$ cat src/rtl/fir_pkg.sv
`default_nettype none
// +---------------------------------------------------------------------------+
// | fir_pkg                                                                   |
// | Shared defaults, state encoding and accumulator width check for FIRs.     |
// | Revision: 1.0                                                             |
// +---------------------------------------------------------------------------+
package fir_pkg;

    localparam int c_NTAPS     = 16;
    localparam int c_DW        = 16;
    localparam int c_ACCW      = 40;
    localparam int c_MULT_LAT  = 3;
    localparam int c_OUT_SHIFT = 15;

    typedef enum logic [1:0] {
        IDLE  = 2'd0,
        MAC   = 2'd1,
        DRAIN = 2'd2,
        OUT   = 2'd3
    } fir_state_e;

    // The accumulator must hold NTAPS full-scale products without wrapping.
    function automatic bit accw_is_legal(input int accw, input int dw, input int ntaps);
        return accw >= (2 * dw + $clog2(ntaps));
    endfunction

endpackage
`default_nettype wire

$ cat src/rtl/fir_mac_sched_if.sv
`default_nettype none
// +---------------------------------------------------------------------------+
// | fir_mac_sched_if                                                          |
// | Sample, coefficient, multiplier and output ports of the FIR scheduler.    |
// | Revision: 1.0                                                             |
// +---------------------------------------------------------------------------+
interface fir_mac_sched_if #(
    parameter int DW = 16,
    parameter int AW = 4
);
    logic                   s_valid;
    logic                   s_ready;
    logic signed [DW-1:0]   s_data;
    logic                   coef_we;
    logic [AW-1:0]          coef_addr;
    logic signed [DW-1:0]   coef_data;
    logic signed [DW-1:0]   mult_a;
    logic signed [DW-1:0]   mult_b;
    logic                   mult_ce;
    logic signed [2*DW-1:0] mult_dout;
    logic                   m_valid;
    logic                   m_ready;
    logic signed [DW-1:0]   m_data;
    logic                   busy;

    modport master (
        input  s_valid, s_data, coef_we, coef_addr, coef_data, mult_dout, m_ready,
        output s_ready, mult_a, mult_b, mult_ce, m_valid, m_data, busy
    );

    modport slave (
        output s_valid, s_data, coef_we, coef_addr, coef_data, mult_dout, m_ready,
        input  s_ready, mult_a, mult_b, mult_ce, m_valid, m_data, busy
    );
endinterface
`default_nettype wire

$ cat src/rtl/fir_round_sat.sv
`default_nettype none
// +---------------------------------------------------------------------------+
// | fir_round_sat                                                             |
// | Round-half-up arithmetic right shift of an accumulator, then clamp to DW. |
// | Revision: 1.0                                                             |
// +---------------------------------------------------------------------------+
module fir_round_sat #(
    parameter int ACCW      = 40,
    parameter int DW        = 16,
    parameter int OUT_SHIFT = 15
) (
    input  wire logic signed [ACCW-1:0] i_acc,
    output logic signed [DW-1:0]        o_data
);
    localparam logic signed [ACCW-1:0] c_HALF = ACCW'(1) << (OUT_SHIFT - 1);
    localparam logic signed [ACCW-1:0] c_MAX  = (ACCW'(1) << (DW - 1)) - ACCW'(1);
    localparam logic signed [ACCW-1:0] c_MIN  = ~c_MAX;

    logic signed [ACCW-1:0] w_rnd;
    logic signed [ACCW-1:0] w_shr;

    always_comb begin
        w_rnd = i_acc + c_HALF;
        w_shr = w_rnd >>> OUT_SHIFT;
        if (w_shr > c_MAX) begin
            o_data = c_MAX[DW-1:0];
        end else if (w_shr < c_MIN) begin
            o_data = c_MIN[DW-1:0];
        end else begin
            o_data = w_shr[DW-1:0];
        end
    end
endmodule
`default_nettype wire

$ cat src/rtl/fir_mac_sched.sv
`default_nettype none
// +---------------------------------------------------------------------------+
// | fir_mac_sched                                                             |
// | Time-multiplexed FIR: one shared multiplier, circular delay line, Q15 out.|
// | Revision: 1.0                                                             |
// +---------------------------------------------------------------------------+
module fir_mac_sched
    import fir_pkg::*;
#(
    parameter int NTAPS     = c_NTAPS,
    parameter int DW        = c_DW,
    parameter int ACCW      = c_ACCW,
    parameter int MULT_LAT  = c_MULT_LAT,
    parameter int OUT_SHIFT = c_OUT_SHIFT
) (
    input  wire logic        clk,
    input  wire logic        reset,
    fir_mac_sched_if.master  bus
);
    localparam int c_AW = $clog2(NTAPS);
    localparam int c_CW = $clog2(NTAPS + MULT_LAT);

    generate
        if (!accw_is_legal(ACCW, DW, NTAPS)) begin : g_accw_check
            $error("fir_mac_sched: ACCW too narrow for NTAPS full-scale products");
        end
    endgenerate

    fir_state_e             r_state;
    fir_state_e             w_state_nxt;
    logic [c_CW-1:0]        r_cnt;
    logic [c_AW-1:0]        r_wp;
    logic signed [DW-1:0]   r_x    [NTAPS];
    logic signed [DW-1:0]   r_coef [NTAPS];
    logic [MULT_LAT-1:0]    r_tag;
    logic signed [ACCW-1:0] r_acc;
    logic signed [ACCW-1:0] w_acc_nxt;
    logic signed [ACCW-1:0] w_prod;
    logic signed [DW-1:0]   r_m_data;
    logic signed [DW-1:0]   w_rs_out;

    logic            w_accept;
    logic            w_mac_done;
    logic            w_drain_done;
    logic            w_tag_out;
    logic [c_AW-1:0] w_tap;
    logic [c_AW-1:0] w_rd_idx;

    assign w_accept     = bus.s_valid && (r_state == IDLE);
    assign w_mac_done   = (r_state == MAC)   && (r_cnt == c_CW'(NTAPS - 1));
    assign w_drain_done = (r_state == DRAIN) && (r_cnt == c_CW'(MULT_LAT - 1));
    assign w_tap        = r_cnt[c_AW-1:0];
    // k = 0 reads the newest sample, older samples sit behind the write pointer.
    assign w_rd_idx     = r_wp - w_tap;
    assign w_tag_out    = r_tag[MULT_LAT-1];
    assign w_prod       = {{(ACCW - 2*DW){bus.mult_dout[2*DW-1]}}, bus.mult_dout};
    assign w_acc_nxt    = w_tag_out ? (r_acc + w_prod) : r_acc;

    always_ff @(posedge clk or posedge reset) begin
        if (reset) begin
            r_state <= IDLE;
        end else begin
            r_state <= w_state_nxt;
        end
    end

    always_comb begin
        w_state_nxt = r_state;
        bus.s_ready = 1'b0;
        bus.busy    = 1'b1;
        bus.mult_ce = 1'b0;
        bus.m_valid = 1'b0;
        bus.mult_a  = '0;
        bus.mult_b  = '0;
        case (r_state)
            IDLE: begin
                bus.s_ready = 1'b1;
                bus.busy    = 1'b0;
                if (w_accept) w_state_nxt = MAC;
            end
            MAC: begin
                bus.mult_ce = 1'b1;
                bus.mult_a  = r_x[w_rd_idx];
                bus.mult_b  = r_coef[w_tap];
                if (w_mac_done) w_state_nxt = DRAIN;
            end
            DRAIN: begin
                bus.mult_ce = 1'b1;
                if (w_drain_done) w_state_nxt = OUT;
            end
            OUT: begin
                bus.m_valid = 1'b1;
                if (bus.m_ready) w_state_nxt = IDLE;
            end
            default: w_state_nxt = IDLE;
        endcase
    end

    always_ff @(posedge clk or posedge reset) begin
        if (reset) begin
            r_cnt <= '0;
            r_wp  <= '0;
            r_tag <= '0;
            r_acc <= '0;
        end else begin
            if (w_accept || w_mac_done) begin
                r_cnt <= '0;
            end else if ((r_state == MAC) || (r_state == DRAIN)) begin
                r_cnt <= r_cnt + c_CW'(1);
            end
            if (w_mac_done) r_wp <= r_wp + c_AW'(1);
            // Each tag rides alongside its product through the multiplier pipe.
            r_tag <= MULT_LAT'({r_tag, (r_state == MAC)});
            r_acc <= w_accept ? '0 : w_acc_nxt;
        end
    end

    always_ff @(posedge clk or posedge reset) begin
        if (reset) begin
            for (int i = 0; i < NTAPS; i++) begin
                r_x[i]    <= '0;
                r_coef[i] <= '0;
            end
        end else begin
            if (w_accept) r_x[r_wp] <= bus.s_data;
            if (bus.coef_we && (r_state == IDLE)) r_coef[bus.coef_addr] <= bus.coef_data;
        end
    end

    fir_round_sat #(
        .ACCW      (ACCW),
        .DW        (DW),
        .OUT_SHIFT (OUT_SHIFT)
    ) u_round_sat (
        .i_acc  (w_acc_nxt),
        .o_data (w_rs_out)
    );

    always_ff @(posedge clk or posedge reset) begin
        if (reset) begin
            r_m_data <= '0;
        end else if (w_drain_done) begin
            r_m_data <= w_rs_out;
        end
    end

    assign bus.m_data = r_m_data;
endmodule
`default_nettype wire

$ cat src/flat_wrapper.sv
// flat-port wrapper written by rule: the top's interface ports become plain ports
module fir_mac_sched_flat import fir_pkg::*;
#(
    parameter int NTAPS     = c_NTAPS,
    parameter int DW        = c_DW,
    parameter int ACCW      = c_ACCW,
    parameter int MULT_LAT  = c_MULT_LAT,
    parameter int OUT_SHIFT = c_OUT_SHIFT
)
  (clk, reset, bus_s_valid, bus_s_data, bus_coef_we, bus_coef_addr, bus_coef_data, bus_mult_dout, bus_m_ready, bus_s_ready, bus_mult_a, bus_mult_b, bus_mult_ce, bus_m_valid, bus_m_data, bus_busy);
  fir_mac_sched_if #(.DW(DW), .AW(4)) bus_i ();
  input  wire logic clk;
  input  wire logic reset;
  input wire logic [$bits(bus_i.s_valid)-1:0] bus_s_valid;
  input wire logic [$bits(bus_i.s_data)-1:0] bus_s_data;
  input wire logic [$bits(bus_i.coef_we)-1:0] bus_coef_we;
  input wire logic [$bits(bus_i.coef_addr)-1:0] bus_coef_addr;
  input wire logic [$bits(bus_i.coef_data)-1:0] bus_coef_data;
  input wire logic [$bits(bus_i.mult_dout)-1:0] bus_mult_dout;
  input wire logic [$bits(bus_i.m_ready)-1:0] bus_m_ready;
  output wire logic [$bits(bus_i.s_ready)-1:0] bus_s_ready;
  output wire logic [$bits(bus_i.mult_a)-1:0] bus_mult_a;
  output wire logic [$bits(bus_i.mult_b)-1:0] bus_mult_b;
  output wire logic [$bits(bus_i.mult_ce)-1:0] bus_mult_ce;
  output wire logic [$bits(bus_i.m_valid)-1:0] bus_m_valid;
  output wire logic [$bits(bus_i.m_data)-1:0] bus_m_data;
  output wire logic [$bits(bus_i.busy)-1:0] bus_busy;
  assign bus_i.s_valid = bus_s_valid;
  assign bus_i.s_data = bus_s_data;
  assign bus_i.coef_we = bus_coef_we;
  assign bus_i.coef_addr = bus_coef_addr;
  assign bus_i.coef_data = bus_coef_data;
  assign bus_i.mult_dout = bus_mult_dout;
  assign bus_i.m_ready = bus_m_ready;
  assign bus_s_ready = bus_i.s_ready;
  assign bus_mult_a = bus_i.mult_a;
  assign bus_mult_b = bus_i.mult_b;
  assign bus_mult_ce = bus_i.mult_ce;
  assign bus_m_valid = bus_i.m_valid;
  assign bus_m_data = bus_i.m_data;
  assign bus_busy = bus_i.busy;
  fir_mac_sched #(.NTAPS(NTAPS), .DW(DW), .ACCW(ACCW), .MULT_LAT(MULT_LAT), .OUT_SHIFT(OUT_SHIFT)) u_core (.clk(clk), .reset(reset), .bus(bus_i));
endmodule
$ cat config.mk
export PLATFORM = sky130hd
export DESIGN_NAME = fir_mac_sched_flat
export DESIGN_NICKNAME = d
export VERILOG_FILES = /design/src/rtl/fir_pkg.sv /design/src/rtl/fir_mac_sched_if.sv /design/src/rtl/fir_round_sat.sv /design/src/rtl/fir_mac_sched.sv /design/src/flat_wrapper.sv
export SDC_FILE = /design/constraint.sdc
export NUM_CORES = 1
export LEC_CHECK = 0
export CAP_MARGIN = 20
export CORE_MARGIN = 8
export CORE_UTILIZATION = 55
export CTS_CLUSTER_DIAMETER = 50
export CTS_CLUSTER_SIZE = 16
export DETAILED_ROUTE_END_ITERATION = 10
export GPL_TIMING_DRIVEN = 0
export PLACE_DENSITY = 0.78
export SLEW_MARGIN = 40
export SYNTH_ARGS = -nofsm -noshare
export SYNTH_HDL_FRONTEND = slang
export SYNTH_HIERARCHICAL = 1
export SYNTH_SLANG_ARGS = --single-unit
$ cat constraint.sdc
create_clock -name clk -period 24.8 [get_ports clk]
set_clock_uncertainty 0.15 [all_clocks]
set_input_delay 3.72 -clock clk [delete_from_list [all_inputs] [get_ports clk]]
set_output_delay 3.72 -clock clk [all_outputs]
set_load 0.1 [all_outputs]
* After elaboration in Yosys (flattened, before gate mapping) *
Index checks and enable logic that the tools add are counted.

operators by class
  add/sub/neg operators = 5
  order comparisons = 8
  eq/ne operators = 9
  muxes and demuxes = 29
  bitwise logic cells = 4
  reductions and logical operators = 12

operators by type and width
  kind                    number
  $bwmux 256              2
  $mux 16                 10
  $bmux 16 s4             2
  $demux 16 s4            2
  $mux 40                 2
  $add 40x16->40 const B  1
  $add 40x32->40          1
  $gt 25x16->1 const B    1
  $lt 25x16->1 const B    1
  $ge 5x5->1 const B      4
  $not 4->5               4
  $lt 5x1->1 const B      2
  $mux 5                  2
  $mux 2                  4
  $pmux 2 s4              1
  $logic_and 1x1->1       6
  $ne 2x1->1 const B      3
  $add 5x1->5 const B     1
  $eq 5x2->1 const B      1
  $eq 5x4->1 const B      1
  $add 4x1->4 const B     1
  $eq 2x2->1 const B      2
  $mux 1                  4
  $reduce_and 4->1        1
  7 further kinds         8

storage, ports and cells
  flip-flop bits (word level) = 582
  output and inout bits = 52

* Depth between registers and ports, before layout *
Gate-level depths: netlist (run 1).

  depth after elaboration = 6
  gate-level depth with buffers = 18
  depth with buffers taken out = 17

* By module *
Netlist (run 1), hierarchy kept.

by module, submodules not included
  module         instances  cells an instance  area each (µm²)  sequential area each (µm²)
  fir_mac_sched  1          2056               28862.7          14564.0
  fir_round_sat  1          106                835.8            0.0

* Least setup slack after synthesis (run 1) *
Ideal clock, no wire load.

  kind = flip-flop to output port
  start point = register u_core.r_cnt[2]
  end point = output port bus_mult_a[10]
  arrival = 4754 ps
  path slack = 16176 ps
  cell stages (with the launch flop) = 8
  buffers on the path = 2
  cells stage by stage = dfrtp_1 > inv_2 > buf_1 > ha_1 > xnor2_1 > buf_1 > mux2i_1 > a211oi_1

between the ends
  cells in the longest elaborated chain, start to end = 6

RTL lines
  what                                         RTL line              RTL
  start, declared                              fir_mac_sched.sv:31   logic [c_CW-1:0] r_cnt;
  start signal, assigned                       fir_mac_sched.sv:109  r_cnt <= r_cnt + c_CW'(1);
  $sub 4x4->4                                  fir_mac_sched.sv:54   assign w_rd_idx = r_wp - w_tap;
  $not 4->5 (not written as such)              fir_mac_sched.sv:83   bus.mult_a = r_x[w_rd_idx];
  $bmux 16 s4                                  fir_mac_sched.sv:83
  $mux 16 (not written as such) (2 in series)  fir_mac_sched.sv:83
  $mux 16                                      fir_mac_sched.sv:75   case (r_state)
  end, declared                                flat_wrapper.sv:22    output wire logic [$bits(bus_i.mult_a)-1:0] bus_mult_a;

No other way between the ends. The select of a mux whose other input is x is not followed.

* Worst setup path in the final report (run 1) *
  start point = register u_core.r_cnt[1]
  end point = output port bus_mult_a[1]

Same word-level chain as after synthesis.

==> results of run 1 <==
[flip-flops by register name (all words and copies together) (netlist names)]
| signal | count |
|---|---|
| u_core/r_acc | 40 |
| u_core/r_state | 2 |
| u_core/r_tag | 3 |
| u_core/r_coef | 256 |
| u_core/r_wp | 4 |
| u_core/r_x | 256 |
| u_core/bus.m_data | 16 |
| u_core/r_cnt | 5 |
[power groups by stage]
stage	Clock (uW)	Combinational [uW]	Sequential (uW)
4_1_cts	875	1890	1320
5_1_grt	909	2010	1350
6_report	855	1890	1320
3_3_place_gp	0	1860	1320
3_5_place_dp	0	1880	1340
2_1_floorplan	0	1380	1370
[routing by layer]
metal,share of wire (%),up-vias,GRT usage (%)
li1,-,8470,-
met1,42,10129,32.1
met2,50,545,40.6
met3,5.2,125,3.91
met4,2.9,2,7.41
met5,0.018,-,0
[through the flow]
stage          TNS (ns)  hold slack (ns)  total power, uW
6_report              0            0.200             4070
5_1_grt               0            0.204             4270
4_1_cts               0            0.204             4080
3_5_place_dp          0            0.190             3220
3_3_place_gp    -490.71            0.183             3180
2_1_floorplan         0            0.181             2750
[area by class of cell]
type | instances | area (um2)
multi-input combinational | 1408 | 14500
sequential | 582 | 14600
fill | 3993 | 20000
tap | 696 | 871
clock inverter | 36 | 397
buffer | 147 | 616
timing repair buffer | 132 | 1200
inverter | 24 | 97.6
clock buffer | 62 | 1440
[placed cells by master, fill, tap and decap left out, types with 8 or more instances in the layout]
master	n
nand2_1	72
clkbuf_16	56
clkbuf_1	111
buf_1	9
nand4_1	18
clkdlybuf4s50_1	72
a21o_1	28
a211oi_1	43
o21ai_0	35
o21ai_2	11
or3_1	9
nand3_1	34
buf_2	74
xnor2_1	23
mux2_2	546
a21oi_1	56
nor2_1	62
and2_1	63
o21a_1	11
xor2_1	22
buf_16	8
ha_1	54
nand2b_1	11
mux4_2	144
nor3_1	14
mux2i_1	24
inv_1	21
and3_1	10
dfrtp_1	582
[how the worst min path moves through the flow]
stage / from / end / slack (ns) / cells past startpoint
after floorplan: u_core/r_tag[0]$_DFF_PP0_ / u_core/r_tag[1]$_DFF_PP0_ / 0.18 / 0
after detailed placement: u_core/r_tag[1]$_DFF_PP0_ / u_core/r_tag[2]$_DFF_PP0_ / 0.19 / 0
after global placement: u_core/r_tag[0]$_DFF_PP0_ / u_core/r_tag[1]$_DFF_PP0_ / 0.18 / 0
after global routing: u_core/r_tag[1]$_DFF_PP0_ / u_core/r_tag[2]$_DFF_PP0_ / 0.20 / 0
after CTS: u_core/r_tag[1]$_DFF_PP0_ / u_core/r_tag[2]$_DFF_PP0_ / 0.20 / 0
final: u_core/r_tag[1]$_DFF_PP0_ / u_core/r_tag[2]$_DFF_PP0_ / 0.20 / 0
[worst reg2reg max path, delay by kind of cell, from the launching register on]
| family | cells | cell delay (ns) |
|---|---|---|
| AO/OA/AOI/OAI | 7 | 1.75 |
| AND/OR/NAND/NOR | 6 | 1.42 |
| adder cells (fa/ha/maj) | 2 | 0.65 |
| multiplexers | 2 | 0.55 |
| flip-flops | 1 | 0.38 |
| buffers and inverters | 1 | 0.20 |
==> results.py, run 1 <==
metrics = {
    "critical_path": {
        "rrSetupSlack_ns": 19.57,
        "reg2regPathDepth": 18,
        "required_ns": 20.93,
        "max_stage_delay_ns": 0.66,
        "worst-setup-path-type": "reg2out",
        "endpoint": "bus_mult_a[1]",
        "cpLargestDelayFamily": "buffers and inverters",
        "rr_startpoint": "u_core/r_acc[0]$_DFF_PP0_",
        "cp_max_fo": 10,
        "r2r_end": "u_core/bus.m_data[6]$_DFFE_PP0P_",
        "cp_num_cells": 11,
        "cp_cell_sequence": "buf_1 -> buf_1 -> inv_1 -> ha_1 -> a21o_1 -> a21oi_1 -> xnor2_1 -> clkbuf_1 -> a211oi_1 -> a211oi_1 -> buf_2",
        "worstSetupStartpoint": "u_core/r_cnt[1]$_DFFE_PP0P_",
        "cp_slowest_cell": "buf_1",
        "crit_buf_inv": 5,
        "crit_path_start_kind": "flip-flop",
        "cp.arrival_ns": 5.05,
        "end_kind": "output port",
    },
    "clock_network": {
        "cts_hold_buffers": 0,
        "h-tree-depth": 2,
        "clk_pin_slew_worst_paths_ns": 0.07,
        "clockBufferDepth": 3,
        "cts-root-buf": "clkbuf_16",
        "tritoncts": "done",
        "clock_latency_ns": 0.63,
        "numCtsBuffers": 56,
        "cts_setup_buffers": 0,
        "post_cts_resized": 0,
        "cts.sink_count": 582,
    },
    "power_and_ir_drop": {
        "pwr-share-clk_pct": 21.0,
        "switching_power_uw": 1660,
        "vdd_drop_max_mv": 0.127,
        "p_sw_share_pct": 40.8,
        "power_leakage_uw": 0.0155,
        "intPower_uw": 2410,
        "p_seq_share_pct": 32.5,
        "power_density_mw_per_mm2": 121,
        "power_frac_comb_pct": 46.5,
    },
    "global_route": {
        "grt_max_degree": 88,
        "grt_use_total_pct": 24.1,
        "grt_pass1_vias": 20497,
        "gr-total-overflow": 0,
        "grt_first_pass_wirelength_mm": 116,
        "antenna_found_initial": 1,
    },
    "synth": {
        "syn_inst": 2161,
        "syn_nets": 2290,
        "avgSynthCellArea_um2": 13.7,
        "synth-warning-count": 6,
        "synth.cell_area_mm2": 0.0297,
    },
    "final_layout": {
        "fin_nets": 2480,
        "area_growth_pct": 13.3,
        "final-instance-count-excl-fill": 3087,
        "drive_gt1_share_pct": 38.8,
        "fin_area_mm2": 0.0336,
        "antenna_cells": 0,
        "fin_util_pct": 62.8,
    },
    "floorplanning": {
        "die_h_um": 248,
        "core_mm2": 0.0536,
        "die_w_um": 248,
        "dieArea_mm2": 0.0617,
        "start_util_pct": 55.4,
        "io_pins": 125,
        "rows": 85,
    },
    "timing": {
        "worstMarginPinSlew_ns": 0.885,
        "hold_violations": 0,
        "fin_ws_ns": 15.88,
        "rsz0062_at_grt": "false",
        "maxSlewViolCount": 0,
        "fin_crit_sh_pct": 36.0,
        "min_period_ns": 8.92,
        "setup_viol": 0,
        "slew_headroom_pct": 40.7,
        "max_freq_mhz": 112,
    },
    "placement": {
        "port-buffer-count": 124,
        "routabilityCongestion": 0.884,
        "dp_cells": 2989,
        "hpwlAfterDp_mm": 52.2,
        "dpl-instance-area_mm2": 0.0318,
        "pre_cts_slack_ns": 15.88,
    },
    "run": {
        "maxCapViolCount": 0,
    },
    "routing": {
        "routed_wl_mm": 73.1,
        "wl_per_cell_um": 23.7,
        "detail-route-antenna-nets": 0,
        "first_pass_iters": 5,
        "vias": 19271,
        "vias_per_cell": 6.24,
        "remaining_drc_errors": 0,
        "drtIter0Drc": 1341,
    },
    "min_path": {
        "holdCritPathClass": "reg2reg",
    },
    "status": {
        "status": "finished clean",
    },
}
No activity file was read; power rests on OpenSTA's default activity.
==> run 2, diff against run 1 <==
--- a/config.mk
+++ b/config.mk
@@ -12,7 +12,7 @@
 export CTS_CLUSTER_SIZE = 16
 export DETAILED_ROUTE_END_ITERATION = 10
 export GPL_TIMING_DRIVEN = 0
-export PLACE_DENSITY = 0.78
+export PLACE_DENSITY = 0.81
 export SLEW_MARGIN = 40
 export SYNTH_ARGS = -nofsm -noshare
 export SYNTH_HDL_FRONTEND = slang
==> constraint.sdc (replaced) <==
create_clock -name clk -period 7.7 [get_ports clk]
set_clock_uncertainty 0.15 [all_clocks]
set_input_delay 1.155 -clock clk [delete_from_list [all_inputs] [get_ports clk]]
set_output_delay 1.155 -clock clk [all_outputs]
set_load 0.1 [all_outputs]
==> run 2 against run 1 <==
Clock power rose to 3.6 times the previous value. Largest cell class unchanged. Flip-flop and latch count unchanged. Power rose to 3.3 times the previous value. Global-route usage up 0.65 points. Highest routed layer unchanged. Core utilization up 1.3 points. Worst setup slack worse by 15 ns. Cell count up 0.97%. Clock-buffer cell count up 3.
==> results.py, run 2 (same netlist as run 1, synthesis figures left out) <==
metrics = {
    "routing": {
        "vias": 19552,
        "detail-route-antenna-nets": 0,
        "first_pass_iters": 6,
        "remaining_drc_errors": 0,
        "routed_wl_mm": 75.1,
        "met1_length_mm": 30.9,
        "wl_met3_mm": 4.15,
        "drtIter0Drc": 1329,
        "wl_per_cell_um": 24.1,
        "wl_met2_mm": 37.3,
        "top_layer_used": "met5",
        "vias_per_cell": 6.27,
    },
    "final_layout": {
        "layout_commonest_cell": "dfrtp_1",
        "drive_gt1_share_pct": 39.7,
        "fin_util_pct": 64.1,
        "fin_area_mm2": 0.0344,
        "final_cell_mix": "dfrtp_1, mux2_2, mux4_2, clkbuf_1, buf_2",
        "area_growth_pct": 15.7,
        "top_regs": "u_core/r_coef x256, u_core/r_x x256, u_core/r_acc x40",
        "fin_nets": 2502,
    },
    "timing": {
        "setup_viol": 0,
        "worstMarginPinSlew_ns": 0.859,
        "rsz0062_at_grt": "false",
        "hold_violations": 0,
        "maxSlewViolCount": 0,
        "min_period_ns": 6.33,
        "timing.setup.tns_ns": 0,
        "fin_crit_sh_pct": 82.2,
        "slew_headroom_pct": 42.5,
        "max_freq_mhz": 158,
    },
    "global_route": {
        "grt_use_total_pct": 24.8,
        "grt_pass1_vias": 20994,
        "grt_first_pass_wirelength_mm": 119,
        "antenna_found_initial": 2,
        "grt_max_degree": 29,
        "gr-total-overflow": 0,
    },
    "placement": {
        "dpl-instance-area_mm2": 0.0322,
        "port-buffer-count": 124,
        "routabilityCongestion": 0.923,
        "hpwlAfterDp_mm": 53.5,
    },
    "power_and_ir_drop": {
        "power_leakage_uw": 0.0158,
        "vdd_drop_max_mv": 0.470,
        "power_density_mw_per_mm2": 393,
    },
    "clock_network": {
        "cts.sink_count": 582,
        "h-tree-depth": 2,
        "tritoncts": "done",
        "numCtsBuffers": 60,
        "post_cts_resized": 0,
        "cts_setup_buffers": 0,
        "clockBufferDepth": 3,
        "cts-root-buf": "clkbuf_16",
        "clk_pin_slew_worst_paths_ns": 0.07,
        "cts_hold_buffers": 0,
        "clock_latency_ns": 0.64,
    },
    "floorplanning": {
        "io_pins": 125,
        "die_h_um": 248,
        "core_mm2": 0.0536,
        "start_util_pct": 55.4,
        "rows": 85,
        "die_w_um": 248,
        "dieArea_mm2": 0.0617,
    },
    "status": {
        "status": "finished clean",
    },
    "critical_path": {
        "crit_path_start_kind": "flip-flop",
        "cp_max_fo": 10,
        "cp.arrival_ns": 5.03,
        "required_ns": 6.39,
        "worst-setup-path-type": "reg2out",
        "end_kind": "output port",
    },
    "min_path": {
        "holdCritPathClass": "reg2reg",
    },
    "run": {
        "maxCapViolCount": 0,
    },
}
==> run 2: changes by cell type in the layout (fill, tap and decap cells not counted), sizes merged <==
cell      change
diode         +1
buf          +17
clkinvlp      +1
bufinv        +4
clkbuf        +4
inv           +3
==> run 2: area by class of cell <==
| cell class | count | area [um2] |
|---|---|---|
| antenna | 1 | 2.50 |
| sequential | 582 | 14600 |
| inverter | 24 | 93.8 |
| clock buffer | 65 | 1580 |
| tap | 696 | 871 |
| fill | 3816 | 19200 |
| clock inverter | 44 | 576 |
| multi-input combinational | 1408 | 14500 |
| timing repair buffer | 150 | 1600 |
| buffer | 147 | 613 |
==> run 2: worst paths after layout <==
| check | end | start | slack [ns] | cells after the start |
|---|---|---|---|---|
| max reg2reg | u_core/bus.m_data[8]$_DFFE_PP0P_ | u_core/r_acc[0]$_DFF_PP0_ | 2.53 | 18 |
| max | bus_mult_a[3] | u_core/r_cnt[1]$_DFFE_PP0P_ | 1.37 | 11 |
| min | u_core/r_tag[1]$_DFF_PP0_ | u_core/r_tag[0]$_DFF_PP0_ | 0.20 | 0 |
| max in group asynchronous | u_core/r_x[147]$_DFFE_PP0P_ | reset | 4.60 | 12 |
| min reg2reg | u_core/r_tag[1]$_DFF_PP0_ | u_core/r_tag[0]$_DFF_PP0_ | 0.20 | 0 |
| min in group asynchronous | u_core/r_acc[6]$_DFF_PP0_ | reset | 0.69 | 2 |
==> run 2: worst max-delay path, stage by stage (launching register included) <==
cell	delay [ns]
dfrtp_1	0.54
buf_1	0.62
clkbuf_2	0.50
inv_1	0.09
ha_1	0.31
a21o_1	0.19
a21oi_1	0.19
xnor2_1	0.29
clkbuf_1	0.53
a211oi_1	0.12
a211oi_1	0.48
buf_2	0.53
==> run 2: report_power, final <==
part           total (uW)  switching (uW)  leakage (uW)  internal (uW)
clock network        3100            1360       0.00104           1740
registers            4280             430       0.00777           3850
logic                6120            3660       0.00701           2460
total               13500            5450        0.0158           8050
==> run 2: through the flow <==
stage          cells  worst slack [ns]  power (uW)  hold slack, ns
6_report        3117              1.37       13500           0.197
3_5_place_dp    3007              1.42       10400           0.186
2_1_floorplan   2161             -1.54        8840           0.181
5_1_grt         3116              1.23       14200           0.206
4_1_cts         3116              1.15       13500           0.200
3_3_place_gp    2981             -4.54       10200           0.182
==> run 2: routing by layer <==
| layer | vias to the layer above | GRT usage, % |
|---|---|---|
| met5 | - | 0 |
| met4 | 2 | 9.54 |
| met3 | 175 | 3.91 |
| met2 | 600 | 41.4 |
| met1 | 10280 | 32.5 |
| li1 | 8495 | - |
==> RTL edit: new RTL, flow settings as in run 2 <==
Reset style: synchronous (`reset`), changed in 4 clocked blocks.
--- a/src/rtl/fir_mac_sched.sv
+++ b/src/rtl/fir_mac_sched.sv
@@ -57,5 +57,5 @@
     assign w_acc_nxt    = w_tag_out ? (r_acc + w_prod) : r_acc;
 
-    always_ff @(posedge clk or posedge reset) begin
+    always_ff @(posedge clk) begin
         if (reset) begin
             r_state <= IDLE;
@@ -97,5 +97,5 @@
     end
 
-    always_ff @(posedge clk or posedge reset) begin
+    always_ff @(posedge clk) begin
         if (reset) begin
             r_cnt <= '0;
@@ -116,5 +116,5 @@
     end
 
-    always_ff @(posedge clk or posedge reset) begin
+    always_ff @(posedge clk) begin
         if (reset) begin
             for (int i = 0; i < NTAPS; i++) begin
@@ -137,5 +137,5 @@
     );
 
-    always_ff @(posedge clk or posedge reset) begin
+    always_ff @(posedge clk) begin
         if (reset) begin
             r_m_data <= '0;
Function: differs if reset is asserted again (counterexample within 4 cycles, from zero or initial values and one cycle with reset high); with reset held inactive, the same outputs for 4 cycles.
==> RTL edit against run 2 <==
- via count increased by 0.17%
- wire length decreased by 2.2%
- fmax grew 8.4%
- first-iteration DRC count grew 48%
- die area is 0.46% higher
- synthesized area rose by 0.50%
- register-to-register slack improved by 200 ps
- design area decreased by 2.1%
- setup slack better by 490 ps
- sequential cell count is 4 higher
- critical path type unchanged
- power shrank 28%
- synthesized cell count increased by 6.8%
- hold slack improved by 92 ps
==> RTL edit: results (changes against run 2) <==
- The run finished with clean final reports.
* Total nets after synthesis: 2,438 (+6.5%)
- The largest incremental delay on the critical path is 730 ps (+110 ps).
* Crit path max-delay cell type: sky130_fd_sc_hd__clkbuf_1
* Wire length of the first global-routing pass: 114 mm (-5.0%)
* Total track usage: 23.2% (-1.6 points)
- WP data arrival: 4540 ps (-490 ps)
* Clock Tree Root: sky130_fd_sc_hd__clkbuf_16
- The half-perimeter wire length after detailed placement came to 52.7 mm (-1.4%).
- Routability Congestion: 0.940 (+1.9%)
- Pin count of the biggest net entering global routing: 19 (-34%)
- Leading registers by flop count: u_core/r_coef: 256 flops, u_core/r_x: 256 flops, u_core/r_acc: 40 flops
- The number of buffers created by CTS came to 57 (-5.0%).
- The post-detailed-routing wire length was 73.4 mm (-2.2%).
- Post-place instance area: 0.0317 mm^2 (-1.6%)
- Port Buffer Count: 123 (-0.81%)
- In this run the most critical hold path is launched from u_core/r_tag[1].
- The number of antenna violations at the first check in global routing came to 3 (+1).
* Internal portion of total power: 6.26 mW (-22%)
- The final period utilization is 75.9% (-6.3 points).
- The number of fill cells came to 3,931 (+3.0%).
- The via count came to 19,585 (+0.17%).
* Minimum setup slack among reg-to-reg paths: 2730 ps (+200 ps)
- Fraction of final layout cells sized beyond drive strength 1: 16.5% (-23 points)
* Yosys warning total: 6 (unchanged)
- DR iter-0 viols: 1,964 (+48%)
- Postcts setup bufs: 0 (unchanged)
- The placement-stage worst setup slack came to 1400 ps (-25.6 ps).
* Final layout net count: 2,621 (+4.8%)
- The peak supply drop is 0.246 mV (-48%).
- Headroom to the max-slew limit: 41.8% (-0.70 points)
- Insertion delay of the later-clocked pin in the worst-skew pair: 620 ps (-20 ps)
* FF-to-FF Start: u_core/r_acc[1]
* Crit path launch: u_core/r_wp[0]
* Largest buffer count on any clock path: 3 (unchanged)
- The total of cells resized after clock tree synthesis is 0 (unchanged).
* Leakage power summed over all cells: 12.8 nW (-19%)
[RTL edit: area by class of cell]
type / count / area [um^2] / share of cell area (%)
Multi-Input combinational cell: 1546 / 12300 / 36.6
Inverter: 30 / 113 / 0.335
Clock buffer: 62 / 1450 / 4.29
Buffer: 147 / 603 / 1.79
Timing Repair Buffer: 124 / 978 / 2.91
Sequential cell: 586 / 16900 / 50.1
Tap cell: 696 / 871 / 2.59
Antenna cell: 2 / 5.00 / 0.0149
Clock inverter: 40 / 478 / 1.42
[RTL edit: layer usage]
| metal | track usage, % | part of all wire [%] | up-vias |
|---|---|---|---|
| met5 | 0 | 0 | - |
| met3 | 3.86 | 7.6 | 140 |
| li1 | - | - | 8798 |
| met1 | 30.2 | 40 | 9799 |
| met2 | 39.1 | 49 | 848 |
| met4 | 8.26 | 3.0 | 0 |
[RTL edit: worst reg2reg max path, stage by stage, from the launching register on]
cell and delay [ps]:
sky130_fd_sc_hd__dfxtp_1 320, sky130_fd_sc_hd__ha_1 290, sky130_fd_sc_hd__a211oi_1 460, sky130_fd_sc_hd__o211ai_2 190, sky130_fd_sc_hd__nand3_1 200, sky130_fd_sc_hd__nand3_1 300, sky130_fd_sc_hd__o31a_1 410, sky130_fd_sc_hd__xnor2_1 170
sky130_fd_sc_hd__a21oi_1 530, sky130_fd_sc_hd__nand4_1 270, sky130_fd_sc_hd__nor3_2 340, sky130_fd_sc_hd__nand4_1 240, sky130_fd_sc_hd__xor2_4 380, sky130_fd_sc_hd__o31ai_4 180, sky130_fd_sc_hd__buf_4 210, sky130_fd_sc_hd__o21ai_1 90
sky130_fd_sc_hd__mux2i_1 90, sky130_fd_sc_hd__nor2_1 100
[RTL edit: metrics by stage]
step | hold slack, ps | instances | power [mW]
after global placement | 268 | 3128 | 6.95
after detailed placement | 278 | 3128 | 6.93
after floorplan | 264 | 2309 | 6.06
final | 289 | 3233 | 9.74
after CTS | 297 | 3230 | 9.77
after global routing | 305 | 3233 | 10.1
[RTL edit: power groups by stage]
stage	registers [mW]	logic, mW	clock network (mW)
detailed placement	3.72	3.21	0
CTS	3.65	3.23	2.89
global route	3.66	3.41	3.01
global placement	3.71	3.24	0
floorplan	3.71	2.36	0
finish	3.65	3.23	2.85
[RTL edit: worst paths after layout]
| kind | endpoint | cells past startpoint |
|---|---|---|
| max reg2reg | u_core/bus.m_data[9] | 17 |
| max | bus_mult_a[0] | 10 |
| min reg2reg | u_core/r_tag[2] | 1 |
| min | u_core/r_tag[2] | 1 |
